--- config.mk ---
export PLATFORM = sky130hd
export DESIGN_NAME = dram_rd_sched_flat
export DESIGN_NICKNAME = d
export VERILOG_FILES = /design/src/rtl/dram_ctrl_pkg.sv /design/src/rtl/dram_rd_sched_if.sv /design/src/rtl/dram_rsp_fifo.sv /design/src/rtl/dram_rd_sched.sv /design/src/flat_wrapper.sv
export SDC_FILE = /design/constraint.sdc
export NUM_CORES = 1
export LEC_CHECK = 0
export BUFFER_PORTS_ARGS = -buffer_cell sky130_fd_sc_hd__buf_2
export CAP_MARGIN = 5
export CORE_MARGIN = 3
export CORE_UTILIZATION = 55
export DETAILED_ROUTE_END_ITERATION = 10
export MAX_ROUTING_LAYER = met4
export PLACE_DENSITY = 0.8
export SLEW_MARGIN = 20
export SYNTH_ARGS = -nofsm -noshare
export SYNTH_HDL_FRONTEND = slang
export SYNTH_HIERARCHICAL = 1
export SYNTH_SLANG_ARGS = --single-unit
--- constraint.sdc ---
create_clock -name clk -period 3.81 [get_ports clk]
set_input_delay 0.1905 -clock clk [delete_from_list [all_inputs] [get_ports clk]]
set_output_delay 0.1905 -clock clk [all_outputs]
set_load 0.02 [all_outputs]
--- src/rtl/dram_ctrl_pkg.sv ---
// Shared definitions for the DRAM read scheduler.
// Holds the default bus widths, the scheduler FSM state type and the
// response buffer entry layout {data, id, last}.
package dram_ctrl_pkg;

  localparam int DRAM_ADDR_WIDTH = 24;
  localparam int DRAM_DATA_WIDTH = 8;
  localparam int DRAM_LEN_WIDTH  = 16;

  typedef enum logic [1:0] {
    ST_IDLE,
    ST_BURST,
    ST_DRAIN
  } sched_state_t;

  typedef struct packed {
    logic [DRAM_DATA_WIDTH-1:0] data;
    logic                       id;
    logic                       last;
  } rsp_entry_t;

endpackage

--- src/rtl/dram_rd_sched_if.sv ---
// Requester-side bus of the DRAM read scheduler.
// Carries the two burst request channels (valid/ready/addr/len, requester i
// packed at slice i) and the single response channel (valid/ready/data/id/last).
// master: requester side. slave: scheduler side.
interface dram_rd_sched_if
  import dram_ctrl_pkg::*;
#(
  parameter int ADDR_WIDTH = DRAM_ADDR_WIDTH,
  parameter int DATA_WIDTH = DRAM_DATA_WIDTH,
  parameter int LEN_WIDTH  = DRAM_LEN_WIDTH
);

  logic [1:0]              req_valid;
  logic [1:0]              req_ready;
  logic [2*ADDR_WIDTH-1:0] req_addr;
  logic [2*LEN_WIDTH-1:0]  req_len;

  logic                    rsp_valid;
  logic                    rsp_ready;
  logic [DATA_WIDTH-1:0]   rsp_data;
  logic                    rsp_id;
  logic                    rsp_last;

  modport master (
    output req_valid, req_addr, req_len, rsp_ready,
    input  req_ready, rsp_valid, rsp_data, rsp_id, rsp_last
  );

  modport slave (
    input  req_valid, req_addr, req_len, rsp_ready,
    output req_ready, rsp_valid, rsp_data, rsp_id, rsp_last
  );

endinterface

--- src/rtl/dram_rsp_fifo.sv ---
// Synchronous response buffer for the DRAM read scheduler.
// Ports: clk, rst (sync, active-high), push/push_entry (write),
// pop (advance head), head (current oldest entry), count (occupancy).
module dram_rsp_fifo
  import dram_ctrl_pkg::*;
#(
  parameter int DEPTH = 4
) (
  input  logic                   clk,
  input  logic                   rst,
  input  logic                   push,
  input  rsp_entry_t             push_entry,
  input  logic                   pop,
  output rsp_entry_t             head,
  output logic [$clog2(DEPTH):0] count
);

  localparam int AW = $clog2(DEPTH);

  rsp_entry_t      mem [DEPTH];
  logic [AW-1:0]   wr_ptr;
  logic [AW-1:0]   rd_ptr;
  logic            full;
  logic            empty;
  logic            do_push;
  logic            do_pop;

  assign full    = (count == (AW+1)'(DEPTH));
  assign empty   = (count == '0);
  assign do_pop  = pop && !empty;
  assign do_push = push && (!full || do_pop);
  assign head    = mem[rd_ptr];

  always_ff @(posedge clk) begin
    if (do_push && !rst) begin
      mem[wr_ptr] <= push_entry;
    end
  end

  always_ff @(posedge clk) begin
    if (rst) begin
      wr_ptr <= '0;
      rd_ptr <= '0;
      count  <= '0;
    end else begin
      if (do_push) wr_ptr <= wr_ptr + AW'(1);
      if (do_pop)  rd_ptr <= rd_ptr + AW'(1);
      case ({do_push, do_pop})
        2'b10:   count <= count + (AW+1)'(1);
        2'b01:   count <= count - (AW+1)'(1);
        default: count <= count;
      endcase
    end
  end

endmodule

--- src/rtl/dram_rd_sched.sv ---
// Two-requester DRAM burst read scheduler.
// Ports: clk, rst (sync, active-high); bus (slave side of dram_rd_sched_if:
// requests in, responses out); dram_addr (registered read address);
// dram_data (read data, valid the cycle after dram_addr is sampled);
// busy (scheduler not idle).
// A granted burst issues base..base+len one address per cycle, throttled so
// every issued read has a guaranteed buffer slot, and returns bytes in order.
module dram_rd_sched
  import dram_ctrl_pkg::*;
#(
  parameter int ADDR_WIDTH = DRAM_ADDR_WIDTH,
  parameter int DATA_WIDTH = DRAM_DATA_WIDTH,
  parameter int LEN_WIDTH  = DRAM_LEN_WIDTH,
  parameter int BUF_DEPTH  = 4
) (
  input  logic                  clk,
  input  logic                  rst,
  dram_rd_sched_if.slave        bus,
  output logic [ADDR_WIDTH-1:0] dram_addr,
  input  logic [DATA_WIDTH-1:0] dram_data,
  output logic                  busy
);

  localparam int CW = $clog2(BUF_DEPTH) + 1;

  sched_state_t          state;
  logic                  prio;       // requester that wins when both request
  logic                  id_q;
  logic [LEN_WIDTH-1:0]  len_q;
  logic [LEN_WIDTH-1:0]  cnt;        // index of the most recently issued byte
  logic [LEN_WIDTH-1:0]  cnt_next;

  // s1: read whose address is on dram_addr this cycle.
  // s2: read whose data is on dram_data this cycle (pushed at the next edge).
  logic                  s1_valid, s1_last;
  logic                  s2_valid, s2_last;

  logic                  grant_id;
  logic [1:0]            grant;
  logic                  accept;
  logic [ADDR_WIDTH-1:0] sel_addr;
  logic [LEN_WIDTH-1:0]  sel_len;

  logic [CW-1:0]         buf_count;
  logic [CW:0]           occ;
  logic                  pop;
  logic                  can_issue;
  logic                  burst_done;
  logic                  drained;
  rsp_entry_t            push_entry;
  rsp_entry_t            head;

  // Arbitration
  always_comb begin
    grant_id = (bus.req_valid == 2'b11) ? prio : bus.req_valid[1];
    grant    = '0;
    if (bus.req_valid != 2'b00) grant = grant_id ? 2'b10 : 2'b01;
  end

  assign bus.req_ready = (state == ST_IDLE && !rst) ? grant : 2'b00;
  assign accept        = |(bus.req_valid & bus.req_ready);
  assign sel_addr      = grant_id ? bus.req_addr[ADDR_WIDTH +: ADDR_WIDTH]
                                  : bus.req_addr[0 +: ADDR_WIDTH];
  assign sel_len       = grant_id ? bus.req_len[LEN_WIDTH +: LEN_WIDTH]
                                  : bus.req_len[0 +: LEN_WIDTH];

  // Flow control: entries already buffered plus reads still in the DRAM
  // pipeline, less the one leaving this cycle, must leave room for one more.
  assign pop        = bus.rsp_valid && bus.rsp_ready;
  assign occ        = {1'b0, buf_count} + (CW+1)'(s1_valid) + (CW+1)'(s2_valid)
                      - (CW+1)'(pop);
  assign can_issue  = (occ < (CW+1)'(BUF_DEPTH));
  assign cnt_next   = cnt + LEN_WIDTH'(1);
  assign burst_done = (cnt == len_q);
  // Buffer becomes empty at this edge (pop only happens when count > 0).
  assign drained    = !s1_valid && !s2_valid && (buf_count == CW'(pop));

  assign busy = (state != ST_IDLE);

  always_ff @(posedge clk) begin
    if (rst) begin
      state     <= ST_IDLE;
      dram_addr <= '0;
      prio      <= 1'b0;
      id_q      <= 1'b0;
      len_q     <= '0;
      cnt       <= '0;
      s1_valid  <= 1'b0;
      s1_last   <= 1'b0;
      s2_valid  <= 1'b0;
      s2_last   <= 1'b0;
    end else begin
      s2_valid <= s1_valid;
      s2_last  <= s1_last;
      s1_valid <= 1'b0;
      case (state)
        ST_IDLE: begin
          // The buffer is empty in IDLE, so byte 0 issues on the accept edge.
          if (accept) begin
            dram_addr <= sel_addr;
            len_q     <= sel_len;
            cnt       <= '0;
            id_q      <= grant_id;
            prio      <= ~grant_id;
            s1_valid  <= 1'b1;
            s1_last   <= (sel_len == '0);
            state     <= ST_BURST;
          end
        end
        ST_BURST: begin
          if (burst_done) begin
            state <= ST_DRAIN;
          end else if (can_issue) begin
            dram_addr <= dram_addr + ADDR_WIDTH'(1);
            cnt       <= cnt_next;
            s1_valid  <= 1'b1;
            s1_last   <= (cnt_next == len_q);
            if (cnt_next == len_q) state <= ST_DRAIN;
          end
        end
        ST_DRAIN: begin
          if (drained) state <= ST_IDLE;
        end
        default: state <= ST_IDLE;
      endcase
    end
  end

  always_comb begin
    push_entry      = '0;
    push_entry.data = dram_data;
    push_entry.id   = id_q;
    push_entry.last = s2_last;
  end

  dram_rsp_fifo #(
    .DEPTH (BUF_DEPTH)
  ) u_fifo (
    .clk        (clk),
    .rst        (rst),
    .push       (s2_valid),
    .push_entry (push_entry),
    .pop        (pop),
    .head       (head),
    .count      (buf_count)
  );

  assign bus.rsp_valid = (buf_count != '0);
  assign bus.rsp_data  = head.data;
  assign bus.rsp_id    = head.id;
  assign bus.rsp_last  = head.last;

endmodule
--- src/flat_wrapper.sv ---
// flat-port wrapper written by rule: the top's interface ports become plain ports
module dram_rd_sched_flat import dram_ctrl_pkg::*;
#(
  parameter int ADDR_WIDTH = DRAM_ADDR_WIDTH,
  parameter int DATA_WIDTH = DRAM_DATA_WIDTH,
  parameter int LEN_WIDTH  = DRAM_LEN_WIDTH,
  parameter int BUF_DEPTH  = 4
)
  (clk, rst, dram_addr, dram_data, busy, bus_req_valid, bus_req_addr, bus_req_len, bus_rsp_ready, bus_req_ready, bus_rsp_valid, bus_rsp_data, bus_rsp_id, bus_rsp_last);
  dram_rd_sched_if #(.ADDR_WIDTH(ADDR_WIDTH), .DATA_WIDTH(DATA_WIDTH), .LEN_WIDTH(LEN_WIDTH)) bus_i ();
  input  logic clk;
  input  logic rst;
  output logic [ADDR_WIDTH-1:0] dram_addr;
  input  logic [DATA_WIDTH-1:0] dram_data;
  output logic busy;
  input wire logic [$bits(bus_i.req_valid)-1:0] bus_req_valid;
  input wire logic [$bits(bus_i.req_addr)-1:0] bus_req_addr;
  input wire logic [$bits(bus_i.req_len)-1:0] bus_req_len;
  input wire logic [$bits(bus_i.rsp_ready)-1:0] bus_rsp_ready;
  output wire logic [$bits(bus_i.req_ready)-1:0] bus_req_ready;
  output wire logic [$bits(bus_i.rsp_valid)-1:0] bus_rsp_valid;
  output wire logic [$bits(bus_i.rsp_data)-1:0] bus_rsp_data;
  output wire logic [$bits(bus_i.rsp_id)-1:0] bus_rsp_id;
  output wire logic [$bits(bus_i.rsp_last)-1:0] bus_rsp_last;
  assign bus_i.req_valid = bus_req_valid;
  assign bus_i.req_addr = bus_req_addr;
  assign bus_i.req_len = bus_req_len;
  assign bus_i.rsp_ready = bus_rsp_ready;
  assign bus_req_ready = bus_i.req_ready;
  assign bus_rsp_valid = bus_i.rsp_valid;
  assign bus_rsp_data = bus_i.rsp_data;
  assign bus_rsp_id = bus_i.rsp_id;
  assign bus_rsp_last = bus_i.rsp_last;
  dram_rd_sched #(.ADDR_WIDTH(ADDR_WIDTH), .DATA_WIDTH(DATA_WIDTH), .LEN_WIDTH(LEN_WIDTH), .BUF_DEPTH(BUF_DEPTH)) u_core (.clk(clk), .rst(rst), .bus(bus_i), .dram_addr(dram_addr), .dram_data(dram_data), .busy(busy));
endmodule
==> metrics.txt <==
outcome finished, final reports clean; internal power contribution 2.989 mW; vias in the first global route 5,544; net switching fraction of the power 0.3842; Antenna Nets Post-Route 0; dominant synthesized flop cell dfxtp_1; min Tclk post-route 3414 ps; sequential power share 0.349; CTS clock-pin slew for the worst setup and hold paths 50 ps; fraction of power consumed by the clock network 0.299; y dimension of the die 112.1 um; Syn. warnings 6; number of standard cells after synthesis 663; Max H-tree Level 4; switching power 1.865 mW; number of nets in the finished design 889; ratio of cells with drive above 1 in the final layout 0.2447; detail-routed via count per cell 6.090; setup TNS 0 ps; required time at the worst-slack endpoint 4140 ps; critical register-to-register path endpoint u_core/dram_addr[22]; number of synthesized flops with an enable pin 40; Slew Limit Fails 0; clock insertion delay at the later pin of the skew report 410 ps; synth cell count leaders dfxtp_1, nand2_1, o21ai_0; register bit count reported by yosys 113; Setup Crit Path Kind reg2reg; DIE AREA 0.01257 mm^2; total number of placement rows 38; Final Hold Vio Count 0; number of distinct library cell variants in the gate-level netlist after synthesis 67; number of antenna cells inserted 0; worst endpoint data arrival time 3750 ps; Register-to-Register Path Depth 12; IR Drop Worst-Case VDD 0.0003941 V; setup repair after global routing missed its margin false; critical path, cell by cell inv_1 > nand3_1 > and2_1 > ha_1 > inv_1 > ha_1 > a21o_1 > a21oi_1 > mux2_2 > a31oi_4 > o21ai_0 > a21oi_1; combinational fraction of design power 0.353; highest attainable clock frequency 292.9 MHz; number of sinks driven by the clock tree 113; first-pass iteration count of the detailed router 5; synth top area cells dfxtp_1, edfxtp_1, mux2i_1; launching point of the worst reg2reg path u_core/u_fifo/count[2]; master cell of the clock root buffer clkbuf_16; worst setup slack for register-to-register paths 400 ps; Placer Congestion 0.9359; max-cap viol count 0; P_leak 2.807 nW; number of buffers added by the clock tree synthesis step 17; post-route worst setup slack 395.6 ps; Synth async-reset ratio 0; number of violations reported at the end of detailed-routing iteration 0 550; syn_area_per_cell 9.342 um^2; areal power density over the cells 646.2 mW/mm^2; routed len/inst 17.35 um; starting density of the core 0.5664; Worst Setup EP u_core/dram_addr[22]; worst slew pin tran 974.5 ps; core outline area 0.01094 mm^2; DPL Wire Length 11,310 um; kind of start point of the critical path register; leading cell type by number of instances after synthesis dfxtp_1; buffer levels on the longest clock path 2; portion of the post-synthesis area used by sequential elements 0.4299; syn nets 768; Fin Hold WS 11.11 ps; via count of the routed design 5,706; Finish-stage setup viols 0; clock tree from TritonCTS built; worst slack at placement 323.4 ps; cell taking the most area after synthesis dfxtp_1; setup fix buffers added after clock tree synthesis 0; GR Util All Layers 0.2627; max_slew headroom 0.3503; width of the die 112.1 um; share of the clock period used by the worst path after layout 0.8962; Congestion Overflow GR 0; endpoint type of the worst setup path register; synth-to-layout area growth 21.29%; number of ports placed on the die boundary 131; cell area after synthesis 0.006193 mm^2; maximum fanout count along the critical path 25; final wirelength 16,250 um; delay of the slowest cell on the worst path 620 ps; wire length of the first global-routing pass 26,240 um; Synth top area share 0.2360; initial antenna violation count 0; PortBufs 130; pin count of the biggest net entering global routing 42; min-delay worst type in2reg; DRC violations left 0; Critical Path Start u_core/u_fifo/count[2]; clock skew 6.929 ps; Slowest-stage cell, CP a31oi_4
==> critical path: cells and delay by family, from the launching register on <==
kind | cells | cell delay [ps]
buf+inv | 2 | 180
simple gates | 2 | 350
mux | 1 | 410
compound gates | 5 | 1390
flops | 1 | 510
fa+ha+maj | 2 | 490
==> through the flow <==
step | util | cells | area [um^2] | power, mW
finish | 0.6870 | 937 | 7512 | 4.854
global route | 0.6870 | 937 | 7512 | 5.105
CTS | 0.6865 | 937 | 7507 | 4.834
detailed placement | 0.6324 | 900 | 6915 | 3.374
global placement | 0.6324 | 900 | 6915 | 3.305
floorplan | - | 663 | 6193 | 2.894
==> logic make-up after synthesis <==
family,Yosys count,share of synthesized area
adder cells (fa/ha/maj),12,0.02545
AO/OA/AOI/OAI,150,0.1507
flip-flops,113,0.4299
buffers and inverters,61,0.04182
multiplexers,44,0.09172
XOR/XNOR,33,0.04667
AND/OR/NAND/NOR,250,0.2137
==> power by group through the flow <==
stage                     registers, mW  logic [mW]  clock network [mW]
final                              1.69        1.71                1.45
after global routing               1.73        1.85                1.53
after CTS                          1.69        1.68                1.46
after detailed placement           1.71        1.67                   0
after global placement             1.69        1.61                   0
after floorplan                    1.76        1.14                   0
==> worst min path at each step <==
stage                      start                      end  depth (start not counted)
floorplan           dram_data[0]  u_core/u_fifo/mem[0][2]                          0
global placement    dram_data[3]  u_core/u_fifo/mem[0][5]                          1
CTS                 dram_data[5]  u_core/u_fifo/mem[1][7]                          1
detailed placement  dram_data[0]  u_core/u_fifo/mem[0][2]                          1
global route        dram_data[5]  u_core/u_fifo/mem[0][7]                          1
finish              dram_data[5]  u_core/u_fifo/mem[1][7]                          1
==> routing by layer <==
metal / vias up / global-route usage / routed length [um]
li1: 2734 / - / -
met1: 2686 / 0.3161 / 6726
met2: 251 / 0.4414 / 8153
met3: 35 / 0.04798 / 1022
met4: 0 / 0.09856 / 350
met5: - / - / 0
==> what timing repair did <==
item                                   4_1_cts  5_1_grt
endpoints found under the hold margin       17        0
resized for setup                            0        1
hold buffers                                 5        0
setup endpoints to repair                    0        1
==> area by class of cell <==
| cell class | instances | area (um^2) |
|---|---|---|
| inverters | 18 | 67.56 |
| repair buffers | 145 | 775.7 |
| well taps | 140 | 175.2 |
| flip-flops and latches | 113 | 2663 |
| clock buffers | 20 | 446.7 |
| clock inverters | 12 | 95.09 |
| fillers | 873 | 3423 |
| multi-input cells | 489 | 3289 |
==> placed cells by master, fill, tap and decap left out, types with 6 or more instances in the layout <==
cell,instances
a21oi_1,43
and2_1,7
and3_1,6
buf_2,130
buf_4,10
clkbuf_16,17
dfxtp_1,73
edfxtp_1,40
ha_1,11
inv_1,16
mux2i_1,32
mux4_2,10
nand2_1,58
nand2b_1,6
nand3_1,42
nand4_1,19
nor2_1,33
nor3_1,19
nor3b_1,7
nor4_1,16
o21ai_0,47
o31ai_1,8
or3_1,8
xnor2_1,19
xor2_1,14
==> flip-flops by register name (all words and copies together) (netlist names), named ones only <==
signal and flops:
u_core/u_fifo/mem 40, u_core/id_q 1, u_core/state 2, u_core/s2_last 1, u_core/s2_valid 1, u_core/prio 1, u_core/dram_addr 24, u_core/u_fifo/count 3
u_core/len_q 16, u_core/s1_valid 1, u_core/cnt 16, u_core/u_fifo/wr_ptr 2, u_core/u_fifo/rd_ptr 2, u_core/s1_last 1
Power figures use the tool's default switching activity.
